[config.mk]
export PLATFORM = sky130hd
export DESIGN_NAME = palindrome_seq_ctrl_flat
export DESIGN_NICKNAME = d
export VERILOG_FILES = /design/src/rtl/palindrome_seq_ctrl_pkg.sv /design/src/rtl/palindrome_seq_ctrl_if.sv /design/src/rtl/palindrome_seq_ctrl_bin2bcd_seq.sv /design/src/rtl/palindrome_seq_ctrl.sv /design/src/flat_wrapper.sv
export SDC_FILE = /design/constraint.sdc
export NUM_CORES = 1
export LEC_CHECK = 0
export CAP_MARGIN = 20
export CORE_MARGIN = 2
export CORE_UTILIZATION = 25
export DETAILED_ROUTE_END_ITERATION = 6
export GPL_TIMING_DRIVEN = 0
export SYNTH_ARGS = -nofsm -noshare
export SYNTH_HDL_FRONTEND = slang
export SYNTH_SLANG_ARGS = --single-unit
[constraint.sdc]
create_clock -name clk -period 2.4 [get_ports clk]
set_clock_uncertainty 0.1 [all_clocks]
set_input_delay 0.48 -clock clk [delete_from_list [all_inputs] [get_ports clk]]
set_output_delay 0.48 -clock clk [all_outputs]
set_load 0.005 [all_outputs]
[src/rtl/palindrome_seq_ctrl_pkg.sv]
// Shared types and helpers for the decimal-palindrome controller.
// Optional feature macro: PAL_BCD_OUT_EN (adds the bcd_digits result port).
package pal_pkg;

  localparam int BCD_W = 4;

  typedef enum logic [2:0] {
    IDLE,
    CONVERT,
    LEN,
    COMPARE,
    DONE
  } state_e;

  // Decimal digits needed for 2^w-1; 2^w is never a power of ten, so
  // floor(w*log10(2))+1 is exact for any positive w.
  function automatic int digits_for_width(input int w);
    if (w <= 0) return 1;
    return (w * 30103) / 100000 + 1;
  endfunction

endpackage

[src/rtl/palindrome_seq_ctrl_if.sv]
// Number-in / verdict-out bundle for palindrome_seq_ctrl.
// Optional feature macro: PAL_BCD_OUT_EN (adds bcd_digits).
// Handshake: a transfer happens on a rising clk edge where valid && ready;
// a source holds its payload stable while valid is high and unaccepted.
interface palindrome_seq_ctrl_if #(
  parameter int WIDTH      = 10,
  parameter int MAX_DIGITS = 4
);
  import pal_pkg::*;

  localparam int CNT_W = $clog2(MAX_DIGITS + 1);

  logic             in_valid;
  logic             in_ready;
  logic [WIDTH-1:0] number;
  logic             out_valid;
  logic             out_ready;
  logic             is_palindrome;
  logic [CNT_W-1:0] num_digits;
  logic             busy;
  state_e           dbg_state;
`ifdef PAL_BCD_OUT_EN
  logic [BCD_W*MAX_DIGITS-1:0] bcd_digits;
`endif

  modport master (
    output in_valid, number, out_ready,
    input  in_ready, out_valid, is_palindrome, num_digits, busy, dbg_state
`ifdef PAL_BCD_OUT_EN
    , input bcd_digits
`endif
  );

  modport slave (
    input  in_valid, number, out_ready,
    output in_ready, out_valid, is_palindrome, num_digits, busy, dbg_state
`ifdef PAL_BCD_OUT_EN
    , output bcd_digits
`endif
  );

endinterface

[src/rtl/palindrome_seq_ctrl_bin2bcd_seq.sv]
// Iterative double-dabble converter: one input bit per cycle, fixed WIDTH-cycle run.
// done_o pulses for one cycle after the last shift; bcd_o then holds until the next start.
module bin2bcd_seq
  import pal_pkg::*;
#(
  parameter int WIDTH      = 10,
  parameter int MAX_DIGITS = 4
) (
  input  logic                        clk,
  input  logic                        rst,
  input  logic                        start_i,
  input  logic [WIDTH-1:0]            bin_i,
  output logic [BCD_W*MAX_DIGITS-1:0] bcd_o,
  output logic                        done_o
);

  localparam int BW = BCD_W * MAX_DIGITS;
  localparam int CW = $clog2(WIDTH + 1);

  logic [WIDTH-1:0] bin_q;
  logic [BW-1:0]    bcd_q;
  logic [BW-1:0]    adj;
  logic [BW-1:0]    bcd_d;
  logic [CW-1:0]    cnt_q;
  logic             run_q;
  logic             done_q;

  // Correct every digit that would overflow past 9 once doubled.
  always_comb begin
    adj = '0;
    for (int i = 0; i < MAX_DIGITS; i++) begin
      if (bcd_q[i*BCD_W +: BCD_W] >= 4'd5) begin
        adj[i*BCD_W +: BCD_W] = bcd_q[i*BCD_W +: BCD_W] + 4'd3;
      end else begin
        adj[i*BCD_W +: BCD_W] = bcd_q[i*BCD_W +: BCD_W];
      end
    end
    bcd_d = {adj[BW-2:0], bin_q[WIDTH-1]};
  end

  always_ff @(posedge clk or posedge rst) begin
    if (rst) begin
      bin_q  <= '0;
      bcd_q  <= '0;
      cnt_q  <= '0;
      run_q  <= 1'b0;
      done_q <= 1'b0;
    end else begin
      done_q <= 1'b0;
      if (start_i) begin
        bin_q <= bin_i;
        bcd_q <= '0;
        cnt_q <= '0;
        run_q <= 1'b1;
      end else if (run_q) begin
        bcd_q <= bcd_d;
        bin_q <= bin_q << 1;
        cnt_q <= cnt_q + CW'(1);
        if (cnt_q == CW'(WIDTH - 1)) begin
          run_q  <= 1'b0;
          done_q <= 1'b1;
        end
      end
    end
  end

  assign bcd_o  = bcd_q;
  assign done_o = done_q;

endmodule

[src/rtl/palindrome_seq_ctrl.sv]
// Decimal-palindrome controller: convert to BCD, measure length, compare outer digit pairs.
// Optional feature macro: PAL_BCD_OUT_EN (exposes the converted BCD value with the result).
module palindrome_seq_ctrl
  import pal_pkg::*;
#(
  parameter int WIDTH      = 10,
  parameter int MAX_DIGITS = 4
) (
  input logic                 clk,
  input logic                 rst,
  palindrome_seq_ctrl_if.slave io
);

  localparam int CNT_W = $clog2(MAX_DIGITS + 1);
  localparam int IDX_W = (MAX_DIGITS > 1) ? $clog2(MAX_DIGITS) : 1;
  localparam int BW    = BCD_W * MAX_DIGITS;

  generate
    if (MAX_DIGITS < digits_for_width(WIDTH)) begin : g_bad_cfg
      $error("palindrome_seq_ctrl: MAX_DIGITS too small for 2^WIDTH-1");
    end
  endgenerate

  state_e           state_q;
  logic             in_ready_q;
  logic             out_valid_q;
  logic             busy_q;
  logic             is_pal_q;
  logic [CNT_W-1:0] num_digits_q;
  logic [CNT_W-1:0] n_q;
  logic [IDX_W-1:0] lo_q;
  logic [IDX_W-1:0] hi_q;
`ifdef PAL_BCD_OUT_EN
  logic [BW-1:0]    bcd_out_q;
`endif

  logic             start;
  logic             conv_done;
  logic [BW-1:0]    bcd_w;
  logic [3:0]       dig [MAX_DIGITS];
  logic [CNT_W-1:0] n_calc;
  logic             pair_last;

  assign start = (state_q == IDLE) && io.in_valid && in_ready_q;

  bin2bcd_seq #(
    .WIDTH      (WIDTH),
    .MAX_DIGITS (MAX_DIGITS)
  ) u_conv (
    .clk     (clk),
    .rst     (rst),
    .start_i (start),
    .bin_i   (io.number),
    .bcd_o   (bcd_w),
    .done_o  (conv_done)
  );

  // Significant length: leading zero digits never count, and zero itself is one digit.
  always_comb begin
    n_calc = CNT_W'(1);
    for (int i = 0; i < MAX_DIGITS; i++) begin
      dig[i] = bcd_w[i*BCD_W +: BCD_W];
      if (bcd_w[i*BCD_W +: BCD_W] != 4'd0) n_calc = CNT_W'(i + 1);
    end
  end

  // After this pair the indices would meet or cross, so nothing is left to compare.
  assign pair_last = (int'(lo_q) + 2) >= int'(hi_q);

  always_ff @(posedge clk or posedge rst) begin
    if (rst) begin
      state_q      <= IDLE;
      in_ready_q   <= 1'b1;
      out_valid_q  <= 1'b0;
      busy_q       <= 1'b0;
      is_pal_q     <= 1'b0;
      num_digits_q <= '0;
      n_q          <= '0;
      lo_q         <= '0;
      hi_q         <= '0;
`ifdef PAL_BCD_OUT_EN
      bcd_out_q    <= '0;
`endif
    end else begin
      unique case (state_q)
        IDLE: begin
          if (start) begin
            state_q    <= CONVERT;
            in_ready_q <= 1'b0;
            busy_q     <= 1'b1;
          end
        end
        CONVERT: begin
          if (conv_done) state_q <= LEN;
        end
        LEN: begin
          lo_q <= '0;
          hi_q <= IDX_W'(n_calc - CNT_W'(1));
          n_q  <= n_calc;
`ifdef PAL_BCD_OUT_EN
          bcd_out_q <= bcd_w;
`endif
          if (n_calc == CNT_W'(1)) begin
            is_pal_q     <= 1'b1;
            num_digits_q <= n_calc;
            out_valid_q  <= 1'b1;
            state_q      <= DONE;
          end else begin
            state_q <= COMPARE;
          end
        end
        COMPARE: begin
          if (dig[lo_q] != dig[hi_q]) begin
            is_pal_q     <= 1'b0;
            num_digits_q <= n_q;
            out_valid_q  <= 1'b1;
            state_q      <= DONE;
          end else if (pair_last) begin
            is_pal_q     <= 1'b1;
            num_digits_q <= n_q;
            out_valid_q  <= 1'b1;
            state_q      <= DONE;
          end else begin
            lo_q <= lo_q + IDX_W'(1);
            hi_q <= hi_q - IDX_W'(1);
          end
        end
        DONE: begin
          if (io.out_ready) begin
            out_valid_q <= 1'b0;
            in_ready_q  <= 1'b1;
            busy_q      <= 1'b0;
            state_q     <= IDLE;
          end
        end
        default: state_q <= IDLE;
      endcase
    end
  end

  assign io.in_ready      = in_ready_q;
  assign io.out_valid     = out_valid_q;
  assign io.busy          = busy_q;
  assign io.is_palindrome = is_pal_q;
  assign io.num_digits    = num_digits_q;
  assign io.dbg_state     = state_q;
`ifdef PAL_BCD_OUT_EN
  assign io.bcd_digits    = bcd_out_q;
`endif

endmodule

[src/flat_wrapper.sv]
// flat-port wrapper written by rule: the top's interface ports become plain ports
module palindrome_seq_ctrl_flat import pal_pkg::*;
#(
  parameter int WIDTH      = 10,
  parameter int MAX_DIGITS = 4
)
  (clk, rst, io_in_valid, io_number, io_out_ready, io_in_ready, io_out_valid, io_is_palindrome, io_num_digits, io_busy, io_dbg_state);
  palindrome_seq_ctrl_if #(.WIDTH(WIDTH), .MAX_DIGITS(MAX_DIGITS)) io_i ();
  input logic clk;
  input logic rst;
  input wire logic [$bits(io_i.in_valid)-1:0] io_in_valid;
  input wire logic [$bits(io_i.number)-1:0] io_number;
  input wire logic [$bits(io_i.out_ready)-1:0] io_out_ready;
  output wire logic [$bits(io_i.in_ready)-1:0] io_in_ready;
  output wire logic [$bits(io_i.out_valid)-1:0] io_out_valid;
  output wire logic [$bits(io_i.is_palindrome)-1:0] io_is_palindrome;
  output wire logic [$bits(io_i.num_digits)-1:0] io_num_digits;
  output wire logic [$bits(io_i.busy)-1:0] io_busy;
  output wire logic [$bits(io_i.dbg_state)-1:0] io_dbg_state;
  assign io_i.in_valid = io_in_valid;
  assign io_i.number = io_number;
  assign io_i.out_ready = io_out_ready;
  assign io_in_ready = io_i.in_ready;
  assign io_out_valid = io_i.out_valid;
  assign io_is_palindrome = io_i.is_palindrome;
  assign io_num_digits = io_i.num_digits;
  assign io_busy = io_i.busy;
  assign io_dbg_state = io_i.dbg_state;
  palindrome_seq_ctrl #(.WIDTH(WIDTH), .MAX_DIGITS(MAX_DIGITS)) u_core (.clk(clk), .rst(rst), .io(io_i));
endmodule
==> run metrics, run 1 <==
footprint of the multi-input gates=1560 sq um; drt total wl=roughly 6000 um; routed vias/inst=between 4 and 5; reg-to-reg slack, setup=around 160 ps; n_diodes=0; die area=approximately 12000 sq um; post-synth net total=between 300 and 400; fill count=~1.2k; yosys warns=0; Final Max Tran Viols=0; Setup CP Type=flip-flop to flip-flop; synth top area cells=dfrtp_1, mux2i_1, mux4_1, ha_1, nand2_1; Synth top area share=0.417; DRT antenna net count=0; most frequent cells in the layout=dfrtp_1, nand2_1, mux2i_1; Post-CTS Hold Fix Bufs=0; total track usage=0.102; first-pass GRT wire length=10700 um; Final Power=around 0.0047 W; Synth Area in XOR/XNOR=0.0335; vias in the first global route=about 2.2k; port buffer count=23; RSZ-0062 raised after global routing=false; # clock sinks=49; grt ovf=0; CTS H-tree depth=2; TritonCTS clock tree=done; DR vias=between 2k and 2.5k; most common cell after layout, fill and taps aside=dfrtp_1; Setup crit start kind=flip-flop; worst path arrival time=approximately 2300 ps; Yosys reg bits=49; drt wl/cell=13.0 um; largest delay contributor family on the critical path=multiplexers; relative slew slack=0.554; worst vdd ir=approximately 440 uV; IO Count=24; Worst path slowest cell=mux4_1; post-layout util=0.308; distinct cell type count after synthesis=43; CP Cell Sequence=buf_6 > mux4_1 > xnor2_1 > and4_1 > nand2_1 > a32o_2; CTS buffer count=5; DPL Wire Length=4410 um; first drt pass iteration count=4; mean area per synthesized cell=10.1 sq um; Buf/Inv on CP=1; Final WS setup=162 ps; leak pwr=roughly 1.5 nW; post-cts gate resize count=0; Post-Synthesis Cell Area=between 2000 and 3000 sq um; final setup vio count=0; worst min-delay path class=input port to asynchronous set/reset pin; pre-CTS setup slack=-185 ps; final worst path period share=0.932; Clock Tree Buf Depth=2; Worst Path Max Fanout=8; Final Wtd Congestion=0.812; Root Buffer=clkbuf_16; pwr dens=around 1400 nW/um^2; Final Hold Viols=0; Post-Synth Simple-Gate Area=0.152; maxcap violations=0; clk slew on worst S/H paths=approximately 60 ps; CP Capture Type=flip-flop; Die Width=111 um; CP required=2480 ps; Synth area leader=dfrtp_1; synthesis-to-finish area growth=21.2%; register area share after synthesis=0.427; status=finished, final reports clean; Worst-Margin Slew=~670 ps; Setup Fix Bufs, Post-CTS=0; post-synthesis mux area share=0.160; layout cells sized above 1=0.0789; FMAX=between 400 and 500 MHz; Reg2Reg Launch Point=u_core.hi_q[0]; clock period minus worst slack=about 2200 ps; nets=approximately 340; DRC viols=0; Initial Utilization=0.254; combinational family with the most area after synthesis=multiplexers; num rows=39; largest net degree at the start of global routing=36; Synth Area in Compound Gates=0.127; Crit path largest cell delay=between 500 and 600 ps; die height=approximately 110 um; antenna violations before repair=0; storage element area=about 1200 sq um; Core Box Area=11300 sq um; Skew-Pair Late Insertion Delay=290 ps; synthesized-area fraction occupied by adder cells=0.0565; DRT iter0 DRCs=92; CP startpoint=u_core.hi_q[0]; synthesized instance count=285
metrics by stage:
stage | instance area (sq um) | std cells | setup TNS (ps) | hold WS, ps
2_1_floorplan | 2880 | 285 | 0 | 346
3_3_place_gp | 3290 | 451 | -22900 | 360
3_5_place_dp | 3310 | 452 | -4580 | 367
4_1_cts | 3450 | 460 | 0 | 377
5_1_grt | 3490 | 460 | 0 | 395
6_report | 3490 | 460 | 0 | 375
cell families (layout without fill, tap and decap cells):
| group | Yosys count | count (layout) |
|---|---|---|
| buffers and inverters | 30 | 62 |
| and+or+nand+nor | 91 | 91 |
| AOI/OAI and AO/OA | 58 | 58 |
| DFF | 49 | 49 |
| muxes | 33 | 33 |
| xor gates and xnor gates | 11 | 11 |
| adders and majority gates | 13 | 13 |
state kept, by name, summed over array words and instances, names as in the netlist:
register / flops
u_core.io.num_digits: 3
u_core.io.out_valid: 1
u_core.io.is_palindrome: 1
u_core.u_conv.done_o: 1
u_core.u_conv.bcd_o: 16
u_core.u_conv.run_q: 1
u_core.u_conv.cnt_q: 4
u_core.u_conv.bin_q: 10
u_core.n_q: 3
u_core.io.in_ready: 1
u_core.io.dbg_state: 3
u_core.hi_q: 2
u_core.io.busy: 1
u_core.lo_q: 2
layout make-up:
class	count	share of cell area
buffer	13	0.0187
inverter	17	0.0183
multi-input combinational	206	0.448
clock inverter	1	0.00215
sequential	49	0.352
timing repair buffer	24	0.0718
clock buffer	7	0.0380
tap	143	0.0513
final timing paths:
kind | to | cells past startpoint
setup / recovery | u_core.io.num_digits[1] | 6
hold / removal | u_core.io.num_digits[2] | 2
setup reg to reg | u_core.io.num_digits[1] | 6
hold reg to reg | u_core.io.in_ready | 2
max in group asynchronous | u_core.io.in_ready | 3
min in group clk | u_core.io.in_ready | 2
report_power, final:
| group | leakage (nW) | internal (W) | switching [W] | total [W] |
|---|---|---|---|---|
| Clock | 0.0641 | 0.000388 | 0.000299 | 0.000686 |
| Combinational | 0.881 | 0.00120 | 0.00126 | 0.00246 |
| Sequential | 0.604 | 0.00120 | 0.000384 | 0.00159 |
cells in the mapped netlist, drive strengths merged:
cell type	n
nor4	1
nor4b	1
buf	6
o21bai	1
xor2	2
a31oi	2
nor3b	6
xnor2	9
nand2b	7
and4	1
inv	17
nand2	33
or3	1
o41ai	1
mux4	8
nor2	23
o21a	1
ha	13
a32o	1
nand3b	1
a21oi	19
clkbuf	7
a22o	1
nand4	4
mux2i	25
o22ai	1
o211a	2
a211oi	6
and3	2
dfrtp	48
dfstp	1
a21boi	1
nor2b	1
nand3	10
a2111oi	1
o21ai	21
metal layers:
| layer | GRT usage | part of all wire |
|---|---|---|
| met5 | 0 | 0 |
| met2 | 0.164 | 0.46 |
| met1 | 0.138 | 0.49 |
| met3 | 0.0230 | 0.031 |
| met4 | 0.0263 | 0.013 |
No activity file was read; power rests on OpenSTA's default activity.
==> inputs of run 2 (changes only) <==
Settings changed: PLACE_DENSITY_LB_ADDON from default to 0.1.
==> run metrics, run 2 (synthesis results as in run 1) <==
Setup Fix Bufs, Post-CTS=0; Buf/Inv on CP=1; CP Capture Type=flip-flop; placed cell area=3310 sq um; DRT iter0 DRCs=between 90 and 100; routed vias/inst=4.66; antenna violations before repair=0; first drt pass iteration count=4; post-layout instance area=~3500 sq um; first-pass GRT wire length=10900 um; worst vdd ir=between 400 and 500 uV; relative slew slack=0.533; CP startpoint=u_core.hi_q[0]; most frequent cells in the layout=dfrtp_1, nand2_1, mux2i_1; Final Max Tran Viols=0; Core Box Area=about 11000 sq um; largest delay contributor family on the critical path=multiplexers; Root Buffer=clkbuf_16; n_diodes=0; CP Cell Sequence=buf_6 > mux4_1 > xnor2_1 > and4_1 > nand2_1 > a32o_2; Final Hold Viols=0; Crit path largest cell delay=roughly 570 ps; Reg2Reg Launch Point=u_core.hi_q[0]; die height=111 um; DR vias=around 2.1k; HP Start=u_core.io.in_ready; maxcap violations=0; layout cells sized above 1=0.0820; FMAX=approximately 450 MHz; Worst Path Max Fanout=8; Die Width=~110 um; Final Wtd Congestion=approximately 0.74; Setup crit start kind=flip-flop; final worst path period share=0.935; IO Count=24; clock period minus worst slack=around 2200 ps; routing usage on met3=0.0230; CTS buffer count=5; largest net degree at the start of global routing=31; max FFs per register=16; clk slew on worst S/H paths=roughly 70 ps; # clock sinks=49; drt total wl=6420 um; total track usage=0.109; Setup CP Type=flip-flop to flip-flop; Worst-Margin Slew=~700 ps; Clock Tree Buf Depth=2; status=finished, final reports clean; worst min-delay path class=flip-flop to flip-flop; CP required=between 2000 and 2500 ps; num rows=39; grt ovf=0; GR peak layer=met2; met1 global-route usage=0.138; final setup vio count=0; DRT antenna net count=0; Skew-Pair Late Insertion Delay=~290 ps; Worst path slowest cell=mux4_1; pwr dens=1400 nW/um^2; nets=between 300 and 400; worst path arrival time=about 2300 ps; fill count=between 1k and 1.5k; die area=12400 sq um; Initial Utilization=0.254; CTS H-tree depth=2; vias in the first global route=2179; DPL Wire Length=around 4600 um; leak pwr=1.58 nW; grt met2 use=0.190; DRC viols=0; synthesis-to-finish area growth=22.5%; port buffer count=23; most common cell after layout, fill and taps aside=dfrtp_1; post-layout util=0.311; drt wl/cell=approximately 14 um; TritonCTS clock tree=done
-- run 2: changes by cell type in the layout (fill, tap and decap cells not counted), sizes merged --
cell,change
clkbuf,-3
clkinv,+1
clkinvlp,-1
bufinv,+2
buf,+1
-- run 2: where the power goes --
group	switching, W	total [W]	leakage (nW)	internal [W]
sequential	0.000385	0.00159	0.604	0.00120
combinational	0.00125	0.00243	0.879	0.00119
clock	0.000315	0.000911	0.0938	0.000596
total	0.00195	0.00493	1.58	0.00298
-- run 2: stage by stage --
| step | TNS (ps) | power (W) | hold slack [ps] | worst slack [ps] | std cells |
|---|---|---|---|---|---|
| after floorplan | 0 | 0.00336 | 346 | 336 | 285 |
| after global placement | -35790 | 0.00403 | 363 | -601 | 451 |
| after detailed placement | -7570 | 0.00404 | 363 | -280 | 452 |
| after CTS | 0 | 0.00499 | 375 | 26.3 | 460 |
| after global routing | -3.23 | 0.00540 | 417 | -3.23 | 460 |
| final | 0 | 0.00493 | 376 | 156 | 460 |
-- run 2: cell type report --
class / instances / area (sq um) / area share
multi-input combinational: 206 / 1550 / 0.439
clock buffer: 5 / 125 / 0.0355
timing repair buffer: 25 / 255 / 0.0724
tap: 143 / 179 / 0.0508
buffer: 12 / 61.3 / 0.0174
sequential: 49 / 1230 / 0.348
clock inverter: 3 / 65.1 / 0.0185
inverter: 17 / 63.8 / 0.0181
-- run 2: final timing paths --
kind	slack (ps)	cells after the start	end
max	160	6	u_core.io.num_digits[1]
min	380	2	u_core.io.in_ready
max reg2reg	160	6	u_core.io.num_digits[1]
min reg2reg	380	2	u_core.io.in_ready
max in group asynchronous	1260	3	u_core.u_conv.run_q
min in group asynchronous	420	2	u_core.io.busy
-- run 2: timing repair --
action | CTS | global route
endpoints found under the setup margin | 3 | 4
gates resized for setup | 2 | 3
hold buffers | 0 | 0
-- run 2: worst reg2reg max path: stages, from the launching register on --
cell	delay, ps
dfrtp_1	370
buf_6	150
mux4_1	570
xnor2_1	260
and4_1	280
nand2_1	120
a32o_2	290
-- run 2: routing by layer --
metal,up-vias,routed length (um)
li1,1075,-
met1,1034,3060
met2,28,3140
met3,6,156
met4,0,60
met5,-,0
==> inputs of run 3 (changes only) <==
Settings changed: ABC_AREA from default to 1, CAP_MARGIN 20 to 25.
==> run metrics, run 3 <==
status=finished, final reports clean; drt wl/cell=roughly 13 um; DRT antenna net count=0; CTS H-tree depth=2; DPL Wire Length=around 5800 um; register area share after synthesis=0.403; storage element area=1230 sq um; Final Instance Count excl. Fillers=594; largest net degree at the start of global routing=33; yosys warns=0; final setup vio count=0; Core Box Area=approximately 12000 sq um; vias in the first global route=roughly 2.7k; Post-CTS Hold Fix Bufs=0; CTS buffer count=5; RSZ-0062 raised after global routing=false; num rows=40; most common cell after layout, fill and taps aside=nand2_1; CP Cell Sequence=inv_1 > ha_1 > nand2_1 > nor2_2 > nand3_1 > o21ai_2 > nand2_4 > nand2_1 > nand2_1; Setup CP Type=flip-flop to flip-flop; worst min-delay path class=flip-flop to flip-flop; leak pwr=roughly 1.8 nW; DR vias=about 2.7k; layout cells sized above 1=0.0962; mean area per synthesized cell=about 7.3 sq um; total track usage=0.131; TritonCTS clock tree=done; # clock sinks=between 40 and 50; fill count=between 1k and 1.5k; RR Endpoint=u_core.io.num_digits[0]; Skew-Pair Late Insertion Delay=~290 ps; reg-to-reg slack, setup=~400 ps; Die Width=114 um; die height=~110 um; clk slew on worst S/H paths=roughly 70 ps; worst vdd ir=~370 uV; IO Count=24; synthesized instance count=415; nets=roughly 470; port buffer count=23; Final WS setup=between 300 and 400 ps; Worst Path Max Fanout=7; antenna violations before repair=0; Worst-Margin Slew=slightly below 500 ps; routed vias/inst=approximately 4.6; Clock Tree Buf Depth=2; final worst path period share=0.837; Synth top area share=0.394; pwr dens=~1300 nW/um^2; Buf/Inv on CP=1; worst path arrival time=2100 ps; Post-Synthesis Cell Area=3050 sq um; Final TNS setup=0 ps; clock period minus worst slack=roughly 2000 ps; Worst path slowest cell=dfrtp_1; Initial Utilization=0.255; Post-synth EDFFs=0; first-pass GRT wire length=around 13000 um; Crit path largest cell delay=between 400 and 500 ps; FMAX=roughly 500 MHz; Setup crit start kind=flip-flop; grt ovf=0; Final Wtd Congestion=around 0.8; Synth area leader=dfrtp_1; post-cts gate resize count=0; post-synth net total=around 440; Root Buffer=clkbuf_16; Placed Cells=586; Yosys reg bits=49; Post-synth ARST share=1.00; most common cell in the netlist=nand2_1; maxcap violations=0; Reg2Reg Launch Point=u_core.u_conv.bcd_o[12]; relative slew slack=0.674; footprint of the multi-input gates=roughly 1600 sq um; distinct cell type count after synthesis=36; max FFs per register=16; CP Capture Type=flip-flop; DRC viols=0; CP required=roughly 2500 ps; Register-to-Register Path Depth=9; Final Hold Viols=0; post-layout util=0.303; DRT iter0 DRCs=125; CP startpoint=u_core.u_conv.bcd_o[12]; cell with the most instances on the worst path=nand2_1; first drt pass iteration count=5; synth top area cells=dfrtp_1, nand2_1, nand3_1, ha_1, inv_1; n_diodes=0; Setup Fix Bufs, Post-CTS=0; ys flop type=dfrtp_1; Final Max Tran Viols=0; CP Depth=9; synthesis-to-finish area growth=18.9%; largest delay contributor family on the critical path=simple AND/OR/NAND/NOR gates; most frequent cells in the layout=nand2_1, dfrtp_1, nand3_1; drt total wl=7840 um; pre-CTS setup slack=roughly 320 ps; die area=about 13000 sq um; commonest cells in the netlist=nand2_1, dfrtp_1, nand3_1; crit path capture=u_core.io.num_digits[0]
==> run 3: worst min path at each step <==
stage | from | to | slack (ps) | cells after the start
finish | u_core.io.num_digits[1] | u_core.io.num_digits[1] | 380 | 2
global route | u_core.io.num_digits[2] | u_core.io.num_digits[2] | 410 | 2
detailed placement | u_core.io.num_digits[2] | u_core.io.num_digits[2] | 360 | 2
CTS | u_core.io.num_digits[2] | u_core.io.num_digits[2] | 380 | 2
floorplan | u_core.n_q[0] | u_core.n_q[0] | 350 | 2
global placement | u_core.io.num_digits[2] | u_core.io.num_digits[2] | 360 | 2
==> run 3: layout make-up <==
type,instances,share of cell area
sequential,49,0.339
inverter,45,0.0474
multi-input combinational,311,0.437
clock buffer,7,0.0366
clock inverter,1,0.00207
tap,147,0.0508
timing repair buffer,24,0.0691
buffer,10,0.0183
==> run 3: logic make-up (layout without fill, tap and decap cells) <==
family          Yosys count  count (layout)  share of synthesized area
xor+xnor                  8               8                     0.0230
simple gates            232             232                      0.327
buf+inv                  55              87                     0.0781
flops                    49              49                      0.403
compound gates           58              58                      0.115
fa+ha+maj                13              13                     0.0534
==> run 3: worst register-to-register path: stages (launching register included) <==
cell     delay [ps]
dfrtp_1         430
inv_1           150
ha_1            180
nand2_1          70
nor2_2          240
nand3_1         200
o21ai_2         300
nand2_4         120
nand2_1          80
nand2_1          50
==> run 3: metrics by stage <==
stage / hold WS [ps] / total power (W) / cell area (sq um)
2_1_floorplan: 349 / 0.00342 / 3050
3_3_place_gp: 357 / 0.00421 / 3460
3_5_place_dp: 362 / 0.00421 / 3480
4_1_cts: 380 / 0.00495 / 3620
5_1_grt: 406 / 0.00542 / 3620
6_report: 376 / 0.00487 / 3620
==> run 3: power breakdown <==
part	internal, W	switching (W)	total [W]	leakage (nW)
combinational	0.00102	0.00163	0.00265	1.09
sequential	0.00120	0.000325	0.00152	0.618
clock	0.000388	0.000311	0.000699	0.0641
total	0.00260	0.00227	0.00487	1.77
==> run 3: metal layers <==
layer	wire, um	vias up	track usage
met5	0	-	0
met4	104	0	0.0390
met3	300	7	0.0238
met2	3530	51	0.216
met1	3900	1282	0.176
li1	-	1408	-
